===== src/rtl/vfifo_mq_pkg.sv =====
// Shared constants and types for the multi-queue FIFO: default geometry,
// per-queue depth, RAM address width and the wrap-bit pointer type.
package vfifo_mq_pkg;
  localparam int DATA_WIDTH_DEF   = 32;
  localparam int Q_ADDR_WIDTH_DEF = 4;
  localparam int QSEL_WIDTH_DEF   = 2;
  localparam int NR_QUEUES_DEF    = 4;
  localparam int Q_DEPTH          = 1 << Q_ADDR_WIDTH_DEF;
  localparam int RAM_ADDR_WIDTH   = QSEL_WIDTH_DEF + Q_ADDR_WIDTH_DEF;

  typedef logic [Q_ADDR_WIDTH_DEF:0] ptr_t;
endpackage


===== src/rtl/vfifo_mq_sc_if.sv =====
// Write/read/status bundle between the FIFO core and the arbiter/DMA layer.
interface vfifo_mq_sc_if
  import vfifo_mq_pkg::*;
#(
  parameter int DATA_WIDTH = DATA_WIDTH_DEF,
  parameter int QSEL_WIDTH = QSEL_WIDTH_DEF,
  parameter int NR_QUEUES  = NR_QUEUES_DEF
);
  logic                  wr_en;
  logic [QSEL_WIDTH-1:0] wr_q;
  logic [DATA_WIDTH-1:0] wr_data;
  logic                  rd_en;
  logic [QSEL_WIDTH-1:0] rd_q;
  logic [DATA_WIDTH-1:0] rd_data;
  logic                  rd_valid;
  logic [NR_QUEUES-1:0]  full;
  logic [NR_QUEUES-1:0]  empty;
  logic [NR_QUEUES-1:0]  ovf;
  logic [NR_QUEUES-1:0]  udf;
  logic                  err_clr;

  modport master (
    output wr_en, wr_q, wr_data, rd_en, rd_q, err_clr,
    input  rd_data, rd_valid, full, empty, ovf, udf
  );

  modport slave (
    input  wr_en, wr_q, wr_data, rd_en, rd_q, err_clr,
    output rd_data, rd_valid, full, empty, ovf, udf
  );
endinterface


===== src/rtl/vfifo_simple_dpram_sc.sv =====
// Simple dual-port RAM, one clock: one write port, one read port with an
// output register that only loads on a read. No reset on storage or output.
module vfifo_simple_dpram_sc #(
  parameter int DATA_WIDTH = 32,
  parameter int ADDR_WIDTH = 6
) (
  input  logic                  clk,
  input  logic                  wr_en,
  input  logic [ADDR_WIDTH-1:0] wr_addr,
  input  logic [DATA_WIDTH-1:0] wr_data,
  input  logic                  rd_en,
  input  logic [ADDR_WIDTH-1:0] rd_addr,
  output logic [DATA_WIDTH-1:0] rd_data
);
  logic [DATA_WIDTH-1:0] mem [1 << ADDR_WIDTH];

  always_ff @(posedge clk) begin
    if (wr_en) mem[wr_addr] <= wr_data;
    if (rd_en) rd_data <= mem[rd_addr];
  end
endmodule


===== src/rtl/vfifo_mq_sc.sv =====
// Multi-queue FIFO core: per-queue wrap-bit pointers over a shared RAM,
// flags decoded from registered pointers, sticky overflow/underflow.
module vfifo_mq_sc
  import vfifo_mq_pkg::*;
#(
  parameter int DATA_WIDTH   = DATA_WIDTH_DEF,
  parameter int Q_ADDR_WIDTH = Q_ADDR_WIDTH_DEF,
  parameter int QSEL_WIDTH   = QSEL_WIDTH_DEF,
  parameter int NR_QUEUES    = NR_QUEUES_DEF
) (
  input logic          clk,
  input logic          rst,
  vfifo_mq_sc_if.slave bus
);
  localparam int AW = QSEL_WIDTH + Q_ADDR_WIDTH;
  localparam int QS = 1 << QSEL_WIDTH;
  localparam logic [QSEL_WIDTH:0] NQ = NR_QUEUES[QSEL_WIDTH:0];

  logic [Q_ADDR_WIDTH:0]   wr_ptr [NR_QUEUES];
  logic [Q_ADDR_WIDTH:0]   rd_ptr [NR_QUEUES];
  logic [NR_QUEUES-1:0]    full, empty, ovf, udf;
  logic [NR_QUEUES-1:0]    ovf_set, udf_set;
  logic [QS-1:0]           full_x, empty_x;
  logic [Q_ADDR_WIDTH-1:0] wr_lo, rd_lo;
  logic                    wr_in_rng, rd_in_rng, wr_ok, rd_ok;
  logic                    vld_p1, seen_p1;
  logic [DATA_WIDTH-1:0]   ram_q_p1;

  always_comb begin
    full  = '0;
    empty = '0;
    wr_lo = '0;
    rd_lo = '0;
    for (int i = 0; i < NR_QUEUES; i++) begin
      empty[i] = (wr_ptr[i] == rd_ptr[i]);
      full[i]  = (wr_ptr[i][Q_ADDR_WIDTH] != rd_ptr[i][Q_ADDR_WIDTH]) &&
                 (wr_ptr[i][Q_ADDR_WIDTH-1:0] == rd_ptr[i][Q_ADDR_WIDTH-1:0]);
      if (bus.wr_q == QSEL_WIDTH'(i)) wr_lo = wr_ptr[i][Q_ADDR_WIDTH-1:0];
      if (bus.rd_q == QSEL_WIDTH'(i)) rd_lo = rd_ptr[i][Q_ADDR_WIDTH-1:0];
    end
  end

  // Flags are widened to the full select range so any select indexes safely.
  assign full_x    = QS'(full);
  assign empty_x   = QS'(empty);
  assign wr_in_rng = ({1'b0, bus.wr_q} < NQ);
  assign rd_in_rng = ({1'b0, bus.rd_q} < NQ);
  assign wr_ok     = bus.wr_en && wr_in_rng && !full_x[bus.wr_q];
  assign rd_ok     = bus.rd_en && rd_in_rng && !empty_x[bus.rd_q];
  assign ovf_set   = (bus.wr_en && wr_in_rng && full_x[bus.wr_q])
                     ? (NR_QUEUES'(1) << bus.wr_q) : '0;
  assign udf_set   = (bus.rd_en && rd_in_rng && empty_x[bus.rd_q])
                     ? (NR_QUEUES'(1) << bus.rd_q) : '0;

  vfifo_simple_dpram_sc #(
    .DATA_WIDTH (DATA_WIDTH),
    .ADDR_WIDTH (AW)
  ) u_ram (
    .clk     (clk),
    .wr_en   (wr_ok),
    .wr_addr ({bus.wr_q, wr_lo}),
    .wr_data (bus.wr_data),
    .rd_en   (rd_ok),
    .rd_addr ({bus.rd_q, rd_lo}),
    .rd_data (ram_q_p1)
  );

  // p0 -> p1: pointer/flag state and the read-valid that tracks the RAM output.
  always_ff @(posedge clk or posedge rst) begin
    if (rst) begin
      for (int i = 0; i < NR_QUEUES; i++) begin
        wr_ptr[i] <= '0;
        rd_ptr[i] <= '0;
      end
      ovf     <= '0;
      udf     <= '0;
      vld_p1  <= 1'b0;
      seen_p1 <= 1'b0;
    end else begin
      for (int i = 0; i < NR_QUEUES; i++) begin
        if (wr_ok && bus.wr_q == QSEL_WIDTH'(i)) wr_ptr[i] <= wr_ptr[i] + 1'b1;
        if (rd_ok && bus.rd_q == QSEL_WIDTH'(i)) rd_ptr[i] <= rd_ptr[i] + 1'b1;
      end
      ovf     <= bus.err_clr ? '0 : (ovf | ovf_set);
      udf     <= bus.err_clr ? '0 : (udf | udf_set);
      vld_p1  <= rd_ok;
      seen_p1 <= seen_p1 | rd_ok;
    end
  end

  // The RAM output register has no reset; until a word is popped after
  // reset, present zero instead of whatever it holds.
  assign bus.rd_data  = seen_p1 ? ram_q_p1 : '0;
  assign bus.rd_valid = vld_p1;
  assign bus.full     = full;
  assign bus.empty    = empty;
  assign bus.ovf      = ovf;
  assign bus.udf      = udf;
endmodule

===== src/flat_wrapper.sv =====
// flat-port wrapper written by rule: the top's interface ports become plain ports
module vfifo_mq_sc_flat import vfifo_mq_pkg::*;
#(
  parameter int DATA_WIDTH   = DATA_WIDTH_DEF,
  parameter int Q_ADDR_WIDTH = Q_ADDR_WIDTH_DEF,
  parameter int QSEL_WIDTH   = QSEL_WIDTH_DEF,
  parameter int NR_QUEUES    = NR_QUEUES_DEF
)
  (clk, rst, bus_wr_en, bus_wr_q, bus_wr_data, bus_rd_en, bus_rd_q, bus_err_clr, bus_rd_data, bus_rd_valid, bus_full, bus_empty, bus_ovf, bus_udf);
  vfifo_mq_sc_if #(.DATA_WIDTH(DATA_WIDTH), .QSEL_WIDTH(QSEL_WIDTH), .NR_QUEUES(NR_QUEUES)) bus_i ();
  input logic clk;
  input logic rst;
  input wire logic [$bits(bus_i.wr_en)-1:0] bus_wr_en;
  input wire logic [$bits(bus_i.wr_q)-1:0] bus_wr_q;
  input wire logic [$bits(bus_i.wr_data)-1:0] bus_wr_data;
  input wire logic [$bits(bus_i.rd_en)-1:0] bus_rd_en;
  input wire logic [$bits(bus_i.rd_q)-1:0] bus_rd_q;
  input wire logic [$bits(bus_i.err_clr)-1:0] bus_err_clr;
  output wire logic [$bits(bus_i.rd_data)-1:0] bus_rd_data;
  output wire logic [$bits(bus_i.rd_valid)-1:0] bus_rd_valid;
  output wire logic [$bits(bus_i.full)-1:0] bus_full;
  output wire logic [$bits(bus_i.empty)-1:0] bus_empty;
  output wire logic [$bits(bus_i.ovf)-1:0] bus_ovf;
  output wire logic [$bits(bus_i.udf)-1:0] bus_udf;
  assign bus_i.wr_en = bus_wr_en;
  assign bus_i.wr_q = bus_wr_q;
  assign bus_i.wr_data = bus_wr_data;
  assign bus_i.rd_en = bus_rd_en;
  assign bus_i.rd_q = bus_rd_q;
  assign bus_i.err_clr = bus_err_clr;
  assign bus_rd_data = bus_i.rd_data;
  assign bus_rd_valid = bus_i.rd_valid;
  assign bus_full = bus_i.full;
  assign bus_empty = bus_i.empty;
  assign bus_ovf = bus_i.ovf;
  assign bus_udf = bus_i.udf;
  vfifo_mq_sc #(.DATA_WIDTH(DATA_WIDTH), .Q_ADDR_WIDTH(Q_ADDR_WIDTH), .QSEL_WIDTH(QSEL_WIDTH), .NR_QUEUES(NR_QUEUES)) u_core (.clk(clk), .rst(rst), .bus(bus_i));
endmodule

===== config.mk =====
export PLATFORM = sky130hd
export DESIGN_NAME = vfifo_mq_sc_flat
export DESIGN_NICKNAME = d
export VERILOG_FILES = /design/src/rtl/vfifo_mq_pkg.sv /design/src/rtl/vfifo_mq_sc_if.sv /design/src/rtl/vfifo_simple_dpram_sc.sv /design/src/rtl/vfifo_mq_sc.sv /design/src/flat_wrapper.sv
export SDC_FILE = /design/constraint.sdc
export NUM_CORES = 2
export LEC_CHECK = 0
export CAP_MARGIN = 25
export CORE_ASPECT_RATIO = 1.75
export CORE_MARGIN = 3
export CORE_UTILIZATION = 45
export DETAILED_ROUTE_END_ITERATION = 10
export DONT_BUFFER_PORTS = 1
export PLACE_DENSITY_LB_ADDON = 0.08
export SLEW_MARGIN = 25
export SYNTH_ARGS = -nofsm -noshare
export SYNTH_HDL_FRONTEND = slang
export SYNTH_SLANG_ARGS = --single-unit

===== constraint.sdc =====
create_clock -name clk -period 8.35 [get_ports clk]
set_input_delay 1.67 -clock clk [delete_from_list [all_inputs] [get_ports clk]]
set_output_delay 1.67 -clock clk [all_outputs]
set_load 0.01 [all_outputs]

## Word-level counts from Yosys, hierarchy flattened

Memory sizes are Yosys's and may differ from the RTL's. A register that Yosys moved wholly into a read port is not among the register bits.
Cells that the tools add are included.

| word-level totals | value |
|---|---|
| register bits | 50 |
| bits in writable memories | 2048 |
| bits of input ports | 41 |
| output and inout bits | 49 |
| word-level logic and storage cells | 85 |
| memories kept | 1 |

Memories:

| memory | depth | bits a word | read ports | clocked after Yosys merged registers in | write ports | line | source |
|---|---|---|---|---|---|---|---|
| u_core.u_ram.mem | 64 | 32 | 1 | 1 | 1 | vfifo_simple_dpram_sc.sv:15 | `logic [DATA_WIDTH-1:0] mem [1 << ADDR_WIDTH];` |

| cells by class | value |
|---|---|
| add/sub/neg operators | 8 |
| magnitude comparators | 2 |
| equal/unequal tests | 18 |
| shift-type cells | 2 |
| mux-type cells | 19 |
| bitwise logic cells | 3 |
| reductions and logical operators | 20 |

Operators with widths:

| operator | number |
|---|---|
| 4-bit 2-to-1 mux | 12 |
| 5-bit by 1-bit adder with 5-bit output (second input constant) | 8 |
| 32-bit 2-to-1 mux | 1 |
| 5-bit equality test | 4 |
| 4-bit equality test | 4 |
| 1-bit logical AND | 16 |
| 2-bit equality test (second input constant) | 4 |
| 4-bit bitwise OR | 2 |
| 1-bit by 2-bit left shift with 4-bit output (first input constant) | 2 |
| 2-bit by 3-bit < comparator with 1-bit output (second input constant) | 2 |
| 1-bit binary-select mux with 2-bit select | 2 |
| 2-bit by 1-bit equality test with 1-bit output (second input constant) | 2 |
| 2-bit zero test | 2 |
| 1-bit 2-to-1 mux | 4 |
| 1-bit inequality test | 4 |
| 1-bit zero test | 2 |
| 1-bit bitwise OR | 1 |

## Longest topological paths before layout

| logic depth | value |
|---|---|
| word-level depth | 8 |
| mapped depth | 11 |
| gate-level depth less buffers | 6 |

## Cells and area by module

Synthesis repeated with hierarchy kept, for this count alone.

| second synthesis, totals | value |
|---|---|
| cells, all modules | 3589 |
| area total of the unflattened synthesis | 81750.9 sq um |

By module, submodules not included:

| module | instances | cells an instance | area each (sq um) | sequential area each (sq um) |
|---|---|---|---|---|
| vfifo_simple_dpram_sc | 1 | 3324 | 78835.6 | 62459.9 |
| vfifo_mq_sc | 1 | 265 | 2915.3 | 1251.2 |

## Worst setup path after synthesis

No wires, ideal clock.

| timing | value |
|---|---|
| path kind | input to register |
| from | input bus_wr_q[0] |
| to | memory u_core.u_ram.mem[58][0] (enable) |
| library setup time | 0.421 ns |
| arrival time | 4.393 ns |
| required time | 7.929 ns |
| slack | 3.536 ns |
| stages on the path | 5 |
| buffers on the path | 1 |
| path through | clkbuf_1 mux4_2 nor2b_1 nand4_1 nor2_1 |

| between the ends | value |
|---|---|
| cells in the longest elaborated chain, start to end | 6 |
| elaborated cells on any way between the ends | 14 |
| those cells by class | 3 x eq/ne; 8 x mux; 3 x reduce/logical |

Ends and longest elaborated chain:

| what | line | source |
|---|---|---|
| start, declared | flat_wrapper.sv:14 | `input wire logic [$bits(bus_i.wr_q)-1:0] bus_wr_q;` |
| 1-bit binary-select mux with 2-bit select | vfifo_mq_sc.sv:48 | `assign wr_ok = bus.wr_en && wr_in_rng && !full_x[bus.wr_q];` |
| 1-bit 2-to-1 mux (implied by the code) | vfifo_mq_sc.sv:48 |  |
| 1-bit zero test | vfifo_mq_sc.sv:48 |  |
| 1-bit logical AND | vfifo_mq_sc.sv:48 |  |
| 1-bit 2-to-1 mux | vfifo_simple_dpram_sc.sv:18 | `if (wr_en) mem[wr_addr] <= wr_data;` |
| 1-bit 2-to-1 mux (implied by the code) | vfifo_simple_dpram_sc.sv:18 |  |
| end, declared | vfifo_simple_dpram_sc.sv:15 |  |

Several ways; a longest one is shown, not always the timed one. The select of a mux whose other input is x is not followed.

## Final worst setup path

| timing | value |
|---|---|
| from | input bus_rd_q[1] |
| to | register u_core.u_ram.rd_data[4], read port of u_core.u_ram.mem (data pin) |

| between the ends | value |
|---|---|
| cells in the longest elaborated chain, start to end | 5 |
| elaborated cells on any way between the ends | 12 |
| those cells by class | 3 x eq/ne; 6 x mux; 3 x reduce/logical |

Ends and longest elaborated chain:

| what | line | source |
|---|---|---|
| start, declared | flat_wrapper.sv:17 | `input wire logic [$bits(bus_i.rd_q)-1:0] bus_rd_q;` |
| 2-bit zero test | vfifo_mq_sc.sv:39 | `if (bus.rd_q == QSEL_WIDTH'(i)) rd_lo = rd_ptr[i][Q_ADDR_WIDTH-1:0];` |
| 4-bit 2-to-1 mux (4 in series) | vfifo_mq_sc.sv:39 |  |
| end, declared | vfifo_simple_dpram_sc.sv:13 | `output logic [DATA_WIDTH-1:0] rd_data` |

Several ways; a longest one is shown, not always the timed one. The select of a mux whose other input is x is not followed.
A chain may end at the register's enable or synchronous reset.

==> results.yml <==
outcome:
  status: "complete, no violations"
floorplanning:
  die_area_um2: 194000
  die_y_um: 580
  coreArea_um2: 187000
  rows: 210
  initial_core_util: 0.453
  fp.dieW_um: 334
  io_pins: 90
synth:
  synth-seq-cells: 2130
  synth.top_cell.area_share: 0.736
  synth-async-reset-ratio: 0.0235
  synth-edff-count: 2080
  synth.distinct_cells: 37
  avgSynthCellArea_um2: 17.9
  yosys.area.top_type: "edfxtp_1"
  synth_cells: 4744
  synthTopCellsByCount: "2080 x edfxtp_1, 1414 x mux2i_1, 147 x nand2_1"
  ys_top_cells_by_area: "edfxtp_1 74%, mux2i_1 17%, dfrtp_1 1.5%"
  synth_fp_nets: 4793
  yosysMostFrequentCell: "edfxtp_1"
  synth_area_um2: 84800
  synth_seq_area_share: 0.751
  synth-main-ff-cell: "edfxtp_1"
  yosysWarnings: 0
power:
  ir_worst_vdd_mv: 0.332
  powerDensity_nw_per_um2: 320
  total_leakage_power_nw: 32.9
sta:
  maxSlewViolCount: 0
  worst_hold_slack_ns: 0.488
  clock.fmax_mhz: 224
  rsz0062_at_grt: "no"
  max_slew_margin: 0.283
  setup_viol: 0
  tns_ns: 0
  worstMarginPinSlew_ns: 1.07
  hold_viol_final: 0
  min_period_ns: 4.46
  fin_skew_ns: 0.0275
  min_period_over_period: 0.534
worst_setup_path:
  cp_cell_sequence: "mux4_4, buf_4, mux2i_1, o22ai_1, nor4_1, o211a_1"
  r2r_start: "u_core.rd_ptr[16]"
  critPathRequiredTime_ns: 9.04
  crit_start: "bus_rd_q[1]"
  crit_buf_inv: 1
  crit_slowest_cell: "mux4_4"
  critPathCaptureType: "flip-flop"
  start_kind: "primary input"
  cp_top_family: "multiplexers"
  max_stage_delay_ns: 1.05
  arrival_ns: 5.15
  path_class: "in -> reg"
  worstPathMaxFanout: 38
drt:
  drc: 0
  routedWlPerCell_um: 32.5
  wirelength_mm: 241
  num_vias: 43400
  firstDrtPassIters: 7
  antenna_left: 0
  drt-initial-drc-count: 3828
  vias_per_cell: 5.85
clock_network:
  root_buffer: "clkbuf_16"
  clk_pin_slew_ns: 0.06
  htree_levels: 4
  ctsHoldBuffers: 0
  post_cts_buffers: 0
  clk_latency_ns: 0.83
  cts.path.max_buffers: 4
  cts_sinks: 2130
  cts_resized: 0
  cts-buffers-inserted: 196
  cts_tree: "built"
hold_path:
  hp-class: "reg -> reg"
  hp-start: "u_core.rd_ptr[4]"
final_layout:
  fillers: 15300
  drive_gt1_frac: 0.104
  area_growth_pct: 11.5
  finalNetCount: 4874
  finalNonFillerCells: 7423
place:
  dp_cells: 7065
  place_hpwl_mm: 138
  io_buffers: 0
  gp_congestion: 0.791
global_routing:
  track_usage: 0.246
  grt_max_degree: 106
  grt_pass1_wl_mm: 336
  antenna_found_initial: 12
  grt_pass1_vias: 43600
  grt_overflow: 0
flow_run:
  cap_violations: 0
[cell families after synthesis]
| kind of cell | share of synthesized area |
|---|---|
| flip-flops | 0.751 |
| multiplexers | 0.170 |
| AO/OA/AOI/OAI | 0.0335 |
| XOR/XNOR | 0.00537 |
| adder cells (fa/ha/maj) | 0.00118 |
| buffers and inverters | 0.0162 |
| AND/OR/NAND/NOR | 0.0229 |
[through the flow]
step / instance area (um2) / util / total power [W] / setup WS (ns)
2_1_floorplan: 84800 / - / 0.0189 / 3.54
3_3_place_gp: 88500 / 0.472 / 0.0218 / 3.07
3_5_place_dp: 88500 / 0.473 / 0.0218 / 3.06
4_1_cts: 94600 / 0.505 / 0.0305 / 3.95
5_1_grt: 94600 / 0.505 / 0.0313 / 3.88
6_report: 94600 / 0.505 / 0.0302 / 3.89
[path summary, 6_finish.rpt]
check | endpoint | slack, ns | cells after the start
max in group asynchronous | u_core.seen_p1 | 7.06 | 1
max reg2reg | u_core.u_ram.rd_data[4] | 4.30 | 6
min | u_core.rd_ptr[4] | 0.49 | 1
max | u_core.u_ram.rd_data[4] | 3.89 | 6
min in group asynchronous | u_core.wr_ptr[18] | 0.82 | 1
min reg2reg | u_core.rd_ptr[4] | 0.49 | 1
[cell type report]
cell class,count,area (um2),area share
clock buffers,234,5170,0.0547
flip-flops and latches,2130,63700,0.674
multi-input cells,2336,20400,0.215
clock inverters,108,858,0.00907
repair buffers,149,1340,0.0142
inverters,12,47.5,0.000503
diodes,16,40.0,0.000423
well taps,2438,3050,0.0322
[per-layer routing]
metal  vias up  GRT usage  wire [um]
li1      18900          -          -
met3       332     0.0279       9660
met4         4     0.0819       8230
met1     23100      0.311      96400
met5         -          0         29
met2      1045      0.439     127000
[worst register-to-register path: stages, from the launching register on]
cell,delay [ns]
dfrtp_1,0.48
mux4_4,1.02
buf_4,0.67
mux2i_1,0.29
o22ai_1,0.31
nor4_1,0.92
o211a_1,0.23
[power breakdown]
| group | internal [W] | total (W) | leakage [nW] | switching [W] |
|---|---|---|---|---|
| registers | 0.0122 | 0.0125 | 19.4 | 0.000336 |
| logic | 0.00350 | 0.00903 | 10.5 | 0.00553 |
| clock network | 0.00483 | 0.00869 | 2.96 | 0.00386 |
| total | 0.0205 | 0.0302 | 32.9 | 0.00972 |
[cell usage in the layout (no fill, tap or decap), types with 14 or more instances in the layout]
cell type,Yosys,routed
edfxtp_1,2080,2080
mux2i_1,1414,1413
clkbuf_16,0,202
nand2_1,147,145
buf_4,29,132
o22ai_1,128,128
a21oi_1,128,128
o211ai_1,128,128
nor2_4,0,67
nand3_1,73,67
clkinv_1,1,49
dfrtp_1,50,49
clkinv_2,0,39
and2_1,34,33
o211a_1,32,32
clkbuf_1,99,32
xnor2_1,30,30
nor4_1,34,27
nand4_1,24,24
xor2_1,22,22
diode_2,0,16
nor2_1,83,16
buf_12,0,16
bufinv_16,0,14
[flip-flops by register name, summed over array words and instances, names as in the netlist]
register / cells
u_core.u_ram.mem: 2048
u_core.u_ram.rd_data: 32
u_core.bus.ovf: 4
u_core.seen_p1: 1
u_core.rd_ptr: 20
u_core.bus.udf: 4
u_core.wr_ptr: 20
u_core.bus.rd_valid: 1
No activity file was read; power rests on OpenSTA's default activity.
